$ cat config.mk
export PLATFORM = sky130hd
export DESIGN_NAME = ssd_scan_decoder
export DESIGN_NICKNAME = d
export VERILOG_FILES = /design/src/rtl/ssd_pkg.sv /design/src/rtl/ssd_scan_decoder_pattern_decode.sv /design/src/rtl/ssd_scan_decoder.sv
export SDC_FILE = /design/constraint.sdc
export NUM_CORES = 1
export LEC_CHECK = 0
export ABC_AREA = 1
export BUFFER_PORTS_ARGS = -buffer_cell sky130_fd_sc_hd__buf_2
export CAP_MARGIN = 20
export CORE_MARGIN = 2
export CORE_UTILIZATION = 54
export CTS_CLUSTER_DIAMETER = 200
export DETAILED_ROUTE_END_ITERATION = 10
export GPL_TIMING_DRIVEN = 0
export HOLD_SLACK_MARGIN = 0.1
export PLACE_DENSITY_LB_ADDON = 0.05
export SYNTH_ARGS = -nofsm -noshare
export SYNTH_HDL_FRONTEND = slang
export SYNTH_SLANG_ARGS = --single-unit
export TNS_END_PERCENT = 10
$ cat constraint.sdc
create_clock -name board_clk -period 2.7 [get_ports board_clk]
set_input_delay 0.54 -clock board_clk [delete_from_list [all_inputs] [get_ports board_clk]]
set_output_delay 0.54 -clock board_clk [all_outputs]
set_load 0.02 [all_outputs]
$ cat src/rtl/ssd_pkg.sv
// Shared types and constants for the SSD scan decoder.
// Segment table is abcdefg, active-low, indexed by hex value.
package ssd_pkg;

    typedef enum logic [1:0] {
        IDLE,
        SETTLE,
        CAPTURED
    } state_t;

    typedef enum logic [1:0] {
        CLS_LEGAL,
        CLS_BLANK,
        CLS_ILLEGAL
    } an_class_t;

    localparam logic [3:0] AN_D0    = 4'b1110;
    localparam logic [3:0] AN_D1    = 4'b1101;
    localparam logic [3:0] AN_D2    = 4'b1011;
    localparam logic [3:0] AN_D3    = 4'b0111;
    localparam logic [3:0] AN_BLANK = 4'b1111;

    localparam logic [15:0][6:0] SEG_TABLE = {
        7'b0111000, 7'b0110000, 7'b1000010, 7'b0110001,
        7'b1100000, 7'b0001000, 7'b0000100, 7'b0000000,
        7'b0001111, 7'b0100000, 7'b0100100, 7'b1001100,
        7'b0000110, 7'b0010010, 7'b1001111, 7'b0000001
    };

    function automatic an_class_t an_class(input logic [3:0] an);
        an_class_t c;
        case (an)
            AN_D0, AN_D1, AN_D2, AN_D3: c = CLS_LEGAL;
            AN_BLANK:                   c = CLS_BLANK;
            default:                    c = CLS_ILLEGAL;
        endcase
        return c;
    endfunction

    function automatic logic [1:0] an_index(input logic [3:0] an);
        logic [1:0] idx;
        case (an)
            AN_D1:   idx = 2'd1;
            AN_D2:   idx = 2'd2;
            AN_D3:   idx = 2'd3;
            default: idx = 2'd0;
        endcase
        return idx;
    endfunction

endpackage

$ cat src/rtl/ssd_scan_decoder_pattern_decode.sv
// Combinational 7-segment pattern to hex value lookup.
module ssd_pattern_decode
    import ssd_pkg::*;
(
    input  logic [6:0] i_segs,
    output logic       o_hit,
    output logic [3:0] o_value
);

    always_comb begin
        o_hit   = 1'b0;
        o_value = 4'd0;
        for (int k = 0; k < 16; k++) begin
            if (i_segs == SEG_TABLE[k]) begin
                o_hit   = 1'b1;
                o_value = 4'(k);
            end
        end
    end

endmodule

$ cat src/rtl/ssd_scan_decoder.sv
// Monitors a multiplexed 4-digit SSD drive and rebuilds the shown digits.
// Define SSD_DP_CAPTURE_EN to also capture the dot point per digit.
module ssd_scan_decoder
    import ssd_pkg::*;
#(
    parameter int N_STABLE  = 16,
    parameter int TIMEOUT_W = 22
) (
    input  logic        board_clk,
    input  logic        Reset,
    input  logic [3:0]  An,
    input  logic [7:0]  Cathodes,
    output logic [15:0] Digits,
    output logic [3:0]  DigitValid,
    output logic [3:0]  DpOut,
    output logic        FrameDone,
    output logic        DecodeErr,
    output logic        Stalled
);

    localparam int CNT_W = $clog2(N_STABLE + 1);
    localparam logic [CNT_W-1:0] CNT_ONE  = CNT_W'(1);
    localparam logic [CNT_W-1:0] CNT_LAST = CNT_W'(N_STABLE - 1);
    localparam logic [CNT_W-1:0] CNT_SAT  = CNT_W'(N_STABLE);

    logic [3:0]           r_an, r_an_p;
    logic [7:0]           r_ca, r_ca_p;
    state_t               r_state, w_state_n;
    logic [CNT_W-1:0]     r_cnt, w_cnt_n;
    logic [TIMEOUT_W-1:0] r_stall;
    logic [15:0]          r_digits;
    logic [3:0]           r_valid, r_mask;
    logic                 r_frame, r_err;
    logic                 w_chg, w_decode, w_ill_err;
    logic                 w_hit;
    logic [3:0]           w_value, w_mask_n;
    logic [1:0]           w_idx;
    an_class_t            w_cls;

    always_ff @(posedge board_clk or posedge Reset) begin
        if (Reset) begin
            r_an   <= AN_BLANK;
            r_an_p <= AN_BLANK;
            r_ca   <= 8'hFF;
            r_ca_p <= 8'hFF;
        end else begin
            r_an   <= An;
            r_an_p <= r_an;
            r_ca   <= Cathodes;
            r_ca_p <= r_ca;
        end
    end

    assign w_chg    = {r_an, r_ca} != {r_an_p, r_ca_p};
    assign w_cls    = an_class(r_an);
    assign w_idx    = an_index(r_an);
    assign w_mask_n = r_mask | (4'b0001 << w_idx);

    ssd_pattern_decode u_dec (
        .i_segs  (r_ca[7:1]),
        .o_hit   (w_hit),
        .o_value (w_value)
    );

    always_ff @(posedge board_clk or posedge Reset) begin
        if (Reset) begin
            r_state <= IDLE;
            r_cnt   <= '0;
        end else begin
            r_state <= w_state_n;
            r_cnt   <= w_cnt_n;
        end
    end

    // IDLE also times illegal anodes so a held bad pattern errors once
    always_comb begin
        w_state_n = r_state;
        w_cnt_n   = r_cnt;
        w_decode  = 1'b0;
        w_ill_err = 1'b0;
        unique case (r_state)
            IDLE: begin
                if (w_cls == CLS_LEGAL) begin
                    w_state_n = SETTLE;
                    w_cnt_n   = CNT_ONE;
                end else if (w_cls == CLS_BLANK) begin
                    w_cnt_n = '0;
                end else if (w_chg) begin
                    w_cnt_n = CNT_ONE;
                end else if (r_cnt == CNT_LAST) begin
                    w_ill_err = 1'b1;
                    w_cnt_n   = CNT_SAT;
                end else if (r_cnt != CNT_SAT) begin
                    w_cnt_n = r_cnt + CNT_ONE;
                end
            end
            SETTLE, CAPTURED: begin
                if (w_chg) begin
                    w_state_n = (w_cls == CLS_LEGAL) ? SETTLE : IDLE;
                    w_cnt_n   = (w_cls == CLS_BLANK) ? '0 : CNT_ONE;
                end else if (r_state == SETTLE) begin
                    if (r_cnt == CNT_LAST) begin
                        w_decode  = 1'b1;
                        w_state_n = CAPTURED;
                    end else begin
                        w_cnt_n = r_cnt + CNT_ONE;
                    end
                end
            end
            default: begin
                w_state_n = IDLE;
                w_cnt_n   = '0;
            end
        endcase
    end

    always_ff @(posedge board_clk or posedge Reset) begin
        if (Reset) begin
            r_digits <= '0;
            r_valid  <= '0;
            r_mask   <= '0;
            r_frame  <= 1'b0;
            r_err    <= 1'b0;
        end else begin
            r_frame <= 1'b0;
            r_err   <= w_ill_err | (w_decode & ~w_hit);
            if (w_decode) begin
                if (w_hit) begin
                    r_digits[{w_idx, 2'b00} +: 4] <= w_value;
                    r_valid[w_idx]                <= 1'b1;
                    if (w_mask_n == 4'hF) begin
                        r_frame <= 1'b1;
                        r_mask  <= '0;
                    end else begin
                        r_mask <= w_mask_n;
                    end
                end else begin
                    r_valid[w_idx] <= 1'b0;
                end
            end
        end
    end

`ifdef SSD_DP_CAPTURE_EN
    logic [3:0] r_dp;

    always_ff @(posedge board_clk or posedge Reset) begin
        if (Reset) begin
            r_dp <= '0;
        end else if (w_decode && w_hit) begin
            r_dp[w_idx] <= ~r_ca[0];
        end
    end

    assign DpOut = r_dp;
`else
    assign DpOut = 4'b0000;
`endif

    always_ff @(posedge board_clk or posedge Reset) begin
        if (Reset) begin
            r_stall <= '0;
        end else if (r_an != r_an_p) begin
            r_stall <= '0;
        end else if (!(&r_stall)) begin
            r_stall <= r_stall + 1'b1;
        end
    end

    assign Digits     = r_digits;
    assign DigitValid = r_valid;
    assign FrameDone  = r_frame;
    assign DecodeErr  = r_err;
    assign Stalled    = &r_stall;

endmodule

Word-level counts from Yosys, hierarchy flattened

Index checks and enable logic that the tools add are counted.
W data, S select, Z words.

Register bits: 79
Bits in writable memories: 0
Word-level logic and storage cells: 138
Bits in latches: 0
Bits of input ports: 14
Memories kept: 0
Bits in read-only memories: 0
Output and inout port bits: 27

Divide/modulo/power cells: 0
Bitwise gates (word level): 7
Shifts and indexed selects: 3
$mul: 0
Reduce and logical (&&, ||, !) cells: 10
Muxes and demuxes: 67
Equal/unequal tests: 34
$lt $le $gt $ge: 2
Add/subtract/negate cells: 3

Operators with widths:

| cell                     | number |
|---|---|
| $mux W22                 | 2 |
| $mux W4                  | 10 |
| $mux W5                  | 8 |
| $eq A7 B6 Y1 const B     | 5 |
| $mux W1                  | 31 |
| $eq A7 B7 Y1 const B     | 4 |
| $add A22 B1 Y22 const B  | 1 |
| $reduce_and A22 Y1       | 1 |
| $eq A4 B4 Y1 const B     | 5 |
| $bwmux W16               | 1 |
| $shift A4 B6 Y16 const A | 1 |
| $shiftx A4 B6 Y16        | 1 |
| $eq A7 B3 Y1 const B     | 2 |
| $eq A7 B4 Y1 const B     | 2 |
| $mux W2                  | 6 |
| $mux W3                  | 4 |
| $ne A12 B12 Y1           | 1 |
| $pmux W5 S2              | 1 |
| $ne A3 B3 Y1 const B     | 3 |
| $or A4 B4 Y4             | 2 |
| $pmux W2 S2              | 2 |
| $eq A7 B1 Y1 const B     | 1 |
| $eq A7 B5 Y1 const B     | 1 |
| $logic_not A7 Y1         | 1 |
| 27 further kinds         | 30 |

Longest topological paths before layout

Gate-level depths: netlist of run 1.

Depth in word-level cells: 20
Gate-level depth with buffers: 13
Gate-level depth less buffers: 13

Hierarchy

Synthesis of run 1 repeated with hierarchy kept, for this count alone.

Cell total of the unflattened synthesis: 583
Area, all modules: 4490.6 sq um

By module, submodules not included:

| module             | cells each | area an instance (sq um) | sequential area each (sq um) | instances |
|---|---|---|---|---|
| ssd_scan_decoder   | 517        | 4157.7                   | 2006.9                       | 1 |
| ssd_pattern_decode | 66         | 332.8                    | 0.0                          | 1 |

Worst setup path after synthesis of run 1

Ideal clock, no wire load.

Kind: flip-flop to output port
Start: register r_stall[0]
End: output Stalled
Required time: 2.160 ns
Setup slack: 0.565 ns
Cell stages (with the launch flop): 6
Path buffers: 0
Data arrival time: 1.595 ns
Cell sequence: dfrtp_1 ha_1 nand2_1 nor2_1 nand2_1 nor4_1

Word-level cells in the longest chain between the ends: 1

RTL lines:

| item                     | RTL line                | RTL |
|---|---|---|
| start: declaration       | ssd_scan_decoder.sv:30  | `logic [TIMEOUT_W-1:0] r_stall;` |
| start signal: assignment | ssd_scan_decoder.sv:166 | `r_stall <= r_stall + 1'b1;` |
| $reduce_and A22 Y1       | ssd_scan_decoder.sv:174 | `assign Stalled = &r_stall;` |
| end: declaration         | ssd_scan_decoder.sv:18  | `output logic Stalled` |

Every way passes these cells.

Worst setup path after layout of run 1

Same ends and word-level chain as after synthesis.

==> results of run 1 <==
## layout by cell type, fill, tap and decap left out, drive strengths merged, types with 14 or more instances in the layout
| cell | count |
|---|---|
| nand2 | 162 |
| nor2 | 86 |
| inv | 80 |
| dfrtp | 55 |
| buf | 42 |
| nand3 | 41 |
| o21ai | 28 |
| dfstp | 24 |
| ha | 14 |
## final cells by class
class / count / share of cell area [%]
timing repair buffer: 37 / 4.25
inverter: 80 / 6.19
clock buffer: 10 / 2.61
buffer: 7 / 0.870
sequential: 79 / 41.0
multi-input combinational: 398 / 41.2
clock inverter: 6 / 1.25
tap: 102 / 2.61
## flip-flops by register name (all words and copies together), names as in the netlist, named ones only
| name | cells |
|---|---|
| r_stall | 22 |
| Digits | 16 |
| r_ca | 8 |
| r_ca_p | 8 |
| r_cnt | 5 |
| r_an | 4 |
| r_an_p | 4 |
| r_mask | 4 |
| r_state | 2 |
| DecodeErr | 1 |
| FrameDone | 1 |
## worst min-delay path by stage
stage	startpoint	slack [ps]	cells past startpoint	end
CTS	Reset	100	2	r_stall[5]
global placement	r_ca[5]	370	0	r_ca_p[5]
global route	Reset	110	2	r_stall[5]
finish	Reset	100	2	r_stall[5]
floorplan	r_ca[5]	360	0	r_ca_p[5]
detailed placement	r_ca[5]	370	0	r_ca_p[5]
## synth_stat cells
| cell | count |
|---|---|
| a211oi_1 | 2 |
| nor2_4 | 3 |
| buf_4 | 4 |
| a21o_1 | 1 |
| buf_2 | 1 |
| dfstp_2 | 24 |
| nand3_4 | 4 |
| a21oi_2 | 1 |
| nand4_2 | 1 |
| clkbuf_1 | 2 |
| inv_1 | 75 |
| o2111ai_1 | 1 |
| o22ai_1 | 1 |
| o31ai_4 | 1 |
| nand2_4 | 1 |
| xnor2_1 | 6 |
| inv_2 | 5 |
| nor4_1 | 5 |
| nor3_1 | 7 |
| dfrtp_1 | 55 |
| ha_1 | 14 |
| conb_1 | 1 |
| and2_1 | 1 |
| a31oi_1 | 3 |
| o31ai_1 | 1 |
| nand3_2 | 1 |
| nand2_1 | 161 |
| nor2_8 | 1 |
| nor2_2 | 4 |
| nand4_1 | 11 |
| o211ai_1 | 2 |
| o21ai_1 | 4 |
| nor2_1 | 78 |
| or2_2 | 3 |
| o21ai_0 | 24 |
| xor2_1 | 6 |
| nand3_1 | 36 |
| a21oi_1 | 10 |
## metal layers
metal / wire length, um / vias to the layer above / global-route usage [%]
li1: - / 1871 / -
met1: 4210 / 1741 / 30.2
met2: 4270 / 90 / 37.6
met3: 384 / 12 / 4.33
met4: 112 / 0 / 7.61
met5: 0 / - / 0
## stage by stage
step / total power, mW / instance area, sq um
after global routing: 2.57 / 4890
final: 2.43 / 4890
after floorplan: 1.52 / 4360
after detailed placement: 1.60 / 4700
after CTS: 2.46 / 4890
after global placement: 1.58 / 4670
## report_power, final
| part | total (mW) | internal (mW) | switching [mW] |
|---|---|---|---|
| Sequential | 1.27 | 1.23 | 0.0361 |
| Clock | 0.858 | 0.424 | 0.434 |
| Combinational | 0.308 | 0.103 | 0.205 |
## logic make-up (layout without fill, tap and decap cells)
group / Yosys count / after routing / share of synthesized area [%]
compound gates: 51 / 51 / 6.87
flops: 79 / 79 / 46.1
other cells: 1 / 4 / 0.0861
fa+ha+maj: 14 / 14 / 4.02
xor+xnor: 12 / 12 / 2.41
buf+inv: 87 / 140 / 7.88
simple gates: 317 / 317 / 32.6
==> flow_summary.yaml, run 1 <==
route:
  wl_per_cell_um: 12.5
  firstDrtPassIters: 5
  vias: 3714
  via_per_inst: 5.17
  totalWireLength_um: 8980
  antenna_left: 0
  drc: 0
  initialDrtViolationCount: 176
clocking:
  postCtsSetupBuffers: 0
  clkTransAtPathRegs_ps: 80
  clock_path_buffers: 2
  clk_latency_ps: 360
  cts_tree: "built"
  cts_root_buf: "clkbuf_8"
  numCtsBuffers: 9
  ctsHoldBuffers: 0
  clock-sinks: 79
  h-tree-depth: 3
  cts.repair.resized: 0
logic_synthesis:
  ys_warn_count: 0
  synth.distinct_cells: 38
  synth_area_leaders: "dfrtp_1 32%, dfstp_2 14%, nand2_1 14%, nor2_1 6.7%, inv_1 6.5%"
  synth_top_area_share_pct: 31.6
  synth_top_cell_by_area: "dfrtp_1"
  syn_area_per_cell_sq_um: 7.76
  synth-seq-cells: 79
  synth_cells: 561
  synth-seq-area-share_pct: 46.1
  synth_area_sq_um: 4350
global_routing:
  grt_pass1_wl_um: 15900
  grt.total_usage_pct: 22.8
  antenna_found_initial: 0
  grt_max_degree: 65
  overflow: 0
  grt_pass1_vias: 3606
die:
  die_h_um: 93.8
  start_util_pct: 56.0
  dieArea_sq_um: 8790
  pin_count: 41
  core_area_sq_um: 7770
  die_x_um: 93.8
  rows: 32
place:
  dp_hpwl_um: 6730
  gp_congestion: 0.893
  pre_cts_ws_ps: 357
  numPortBuffers: 36
  dp.cells: 703
final_layout:
  fill_cells: 671
  drive_above_1_share_pct: 17.3
  seq_area_sq_um: 2010
  final_util_pct: 63.0
  area_delta_synth_final_pct: 12.4
  n_antenna_cell: 0
  multi_input_area_sq_um: 2010
  final_cells: 719
  nets: 640
critical_path:
  slowest_delay_ps: 380
  r2r_setup_slack_ps: 360
  startpoint: "r_stall[0]"
  reg2reg_from: "r_an[1]"
  worstPathRequired_ps: 2160
  crit_family: "simple AND/OR/NAND/NOR gates"
  crit_cells: 6
  crit_top_cell: "nand2_1"
  path_buf_inv: 1
  path_max_fanout: 4
  setup.worst_path.end: "Stalled"
  critPathKind: "register to output pin"
  r2r-end: "r_mask[3]"
  end_kind: "output pin"
  start_kind: "register"
  rr_worst_depth: 8
  worstPathArrival_ps: 1970
  cp_slowest_cell: "dfrtp_1"
  path_cells: "ha_1 -> nand2_1 -> nor2_1 -> nand2_1 -> nor4_1 -> buf_2"
timing:
  timing.final.crit_share_pct: 92.8
  finalSetupViolCount: 0
  layout_setup_ws_ps: 193
  rsz0062_at_grt: "false"
  drv_slew: 0
  fin_worst_hold_slack_ps: 104
  final_hold_viol_count: 0
  fmax_mhz: 399
  tightest_slew_ps: 659
  clock_skew_ps: 13.1
  tns_ps: 0
  slew-limit-headroom_pct: 55.8
  period_minus_slack_ps: 2510
power:
  power_density_nw_per_um2: 498
  ir_drop_uv: 279
  power.leakage_nw: 2.54
job:
  drv_cap: 0
min_path:
  hold_class: "input pin to async pin"
status:
  run_status: "complete, no violations"
Note: power is estimated with default switching activity, not from simulation.
==> run 2: changes to the inputs <==
--- a/config.mk
+++ b/config.mk
@@ -9,12 +9,13 @@
 export BUFFER_PORTS_ARGS = -buffer_cell sky130_fd_sc_hd__buf_2
 export CAP_MARGIN = 20
 export CORE_MARGIN = 2
-export CORE_UTILIZATION = 54
+export CORE_UTILIZATION = 60
 export CTS_CLUSTER_DIAMETER = 200
 export DETAILED_ROUTE_END_ITERATION = 10
 export GPL_TIMING_DRIVEN = 0
 export HOLD_SLACK_MARGIN = 0.1
 export PLACE_DENSITY_LB_ADDON = 0.05
+export RECOVER_POWER = 100
 export SYNTH_ARGS = -nofsm -noshare
 export SYNTH_HDL_FRONTEND = slang
 export SYNTH_SLANG_ARGS = --single-unit
==> constraint.sdc (replaced) <==
create_clock -name board_clk -period 3.1 [get_ports board_clk]
set_input_delay 0.62 -clock board_clk [delete_from_list [all_inputs] [get_ports board_clk]]
set_output_delay 0.62 -clock board_clk [all_outputs]
set_load 0.02 [all_outputs]
==> run 2 against run 1 <==
The run now ends with capacitance limit, slew limit left. Worst setup slack better by 300 ps. Register-to-register slack better by 280 ps. Non-clock buffer count stayed put. First-iteration DRC count stayed put. Critical path depth stayed put. Clock power is 2% lower. Critical endpoint unchanged. Flip-flop and latch count stayed put. Via count is 2.6% lower. Sequential power is 13% lower. Sequential share of layout area is 0.99 points higher.
==> flow_summary.yaml, run 2 (same netlist as run 1, synthesis figures left out) <==
status:
  run_status: "complete, but fails checks"
  violations: "capacitance limit, slew limit"
critical_path:
  rr_worst_depth: 8
  worstPathArrival_ps: 1990
  r2r-end: "r_mask[0]"
  path_max_fanout: 4
  end_kind: "output pin"
  r2r_setup_slack_ps: 640
  worstPathRequired_ps: 2480
  setup.worst_path.end: "Stalled"
  startpoint: "r_stall[0]"
  start_kind: "register"
  critPathKind: "register to output pin"
  reg2reg_from: "r_an[1]"
route:
  antenna_left: 0
  initialDrtViolationCount: 176
  firstDrtPassIters: 4
  totalWireLength_um: 8620
  drc: 0
  vias: 3619
  via_per_inst: 5.05
  wl_per_cell_um: 12.0
timing:
  slew-limit-headroom_pct: -1.27
  finalSetupViolCount: 0
  period_minus_slack_ps: 2610
  rsz0062_at_grt: "false"
  fmax_mhz: 383
  clock_skew_ps: 8.91
  final_hold_viol_count: 0
  tightest_slew_ps: 1520
  drv_slew: 65
  timing.final.crit_share_pct: 84.2
place:
  placed_area_sq_um: 4700
  dp.cells: 700
  numPortBuffers: 36
  gp_congestion: 0.943
  dp_hpwl_um: 6420
global_routing:
  grt_pass1_wl_um: 14600
  grt_pass1_vias: 3417
  grt_max_degree: 65
  grt.total_usage_pct: 23.4
  antenna_found_initial: 0
  overflow: 0
min_path:
  hold_class: "input pin to async pin"
final_layout:
  largest_reg_flops: 22
  n_antenna_cell: 0
  final_common_cell: "nand2_1"
  final_cell_mix: "162 x nand2_1, 83 x nor2_1, 76 x inv_1, 55 x dfrtp_1, 41 x nand3_1"
  final_area_sq_um: 4780
  nets: 640
  final_util_pct: 66.9
  final_cells: 716
  area_delta_synth_final_pct: 9.72
  largest_register: "r_stall"
  drive_above_1_share_pct: 9.40
clocking:
  numCtsBuffers: 9
  postCtsSetupBuffers: 0
  clock_path_buffers: 2
  cts.repair.resized: 0
  ctsHoldBuffers: 0
  h-tree-depth: 3
  clkTransAtPathRegs_ps: 80
  clk_latency_ps: 360
  cts_tree: "built"
  clock-sinks: 79
  cts_root_buf: "clkbuf_8"
power:
  ir_drop_uv: 277
  power.leakage_nw: 2.43
  power_density_nw_per_um2: 460
die:
  start_util_pct: 61.0
  dieArea_sq_um: 7950
  core_area_sq_um: 7140
  die_x_um: 89.2
  pin_count: 41
  die_h_um: 89.2
  rows: 31
job:
  drv_cap: 1
run 2: worst min path at each step:
stage | depth (start not counted) | to | from
5_1_grt | 1 | r_ca[5] | Cathodes[5]
3_5_place_dp | 0 | r_ca_p[5] | r_ca[5]
3_3_place_gp | 0 | r_ca_p[5] | r_ca[5]
4_1_cts | 2 | r_stall[6] | Reset
2_1_floorplan | 0 | r_ca_p[5] | r_ca[5]
6_report | 2 | r_stall[5] | Reset
run 2: metal layers:
layer | up-vias | part of all wire, % | global-route usage (%)
met5 | - | 0 | 0
met4 | 0 | 1.3 | 8.41
met3 | 9 | 5.0 | 5.54
met2 | 85 | 47 | 38.0
met1 | 1661 | 47 | 30.8
li1 | 1864 | - | -
run 2: report_power, final:
part | total [mW] | switching (mW) | internal, mW
clock | 0.843 | 0.389 | 0.454
sequential | 1.10 | 0.0319 | 1.07
combinational | 0.253 | 0.169 | 0.0843
run 2: area by class of cell:
type,count,area (sq um)
clock buffer,9,124
sequential,79,2010
multi-input combinational,398,1920
timing repair buffer,37,156
inverter,80,302
clock inverter,7,97.6
fill,625,2360
buffer,7,41.3
tap,99,124
run 2: through the flow:
| stage | setup TNS (ps) | hold slack, ps | power [mW] | setup slack [ps] |
|---|---|---|---|---|
| floorplan | 0 | 361 | 1.32 | 496 |
| global placement | -20630 | 367 | 1.38 | -380 |
| detailed placement | 0 | 372 | 1.39 | 731 |
| CTS | 0 | 174 | 2.24 | 561 |
| global route | 0 | 341 | 2.30 | 263 |
| finish | 0 | 309 | 2.20 | 490 |
run 2: critical path, stage by stage (launching register included):
cell      delay (ps)
dfrtp_1          380
ha_1             180
nand2_1           80
nor2_1           220
nand2_1          180
nor4_1           320
clkbuf_1         270
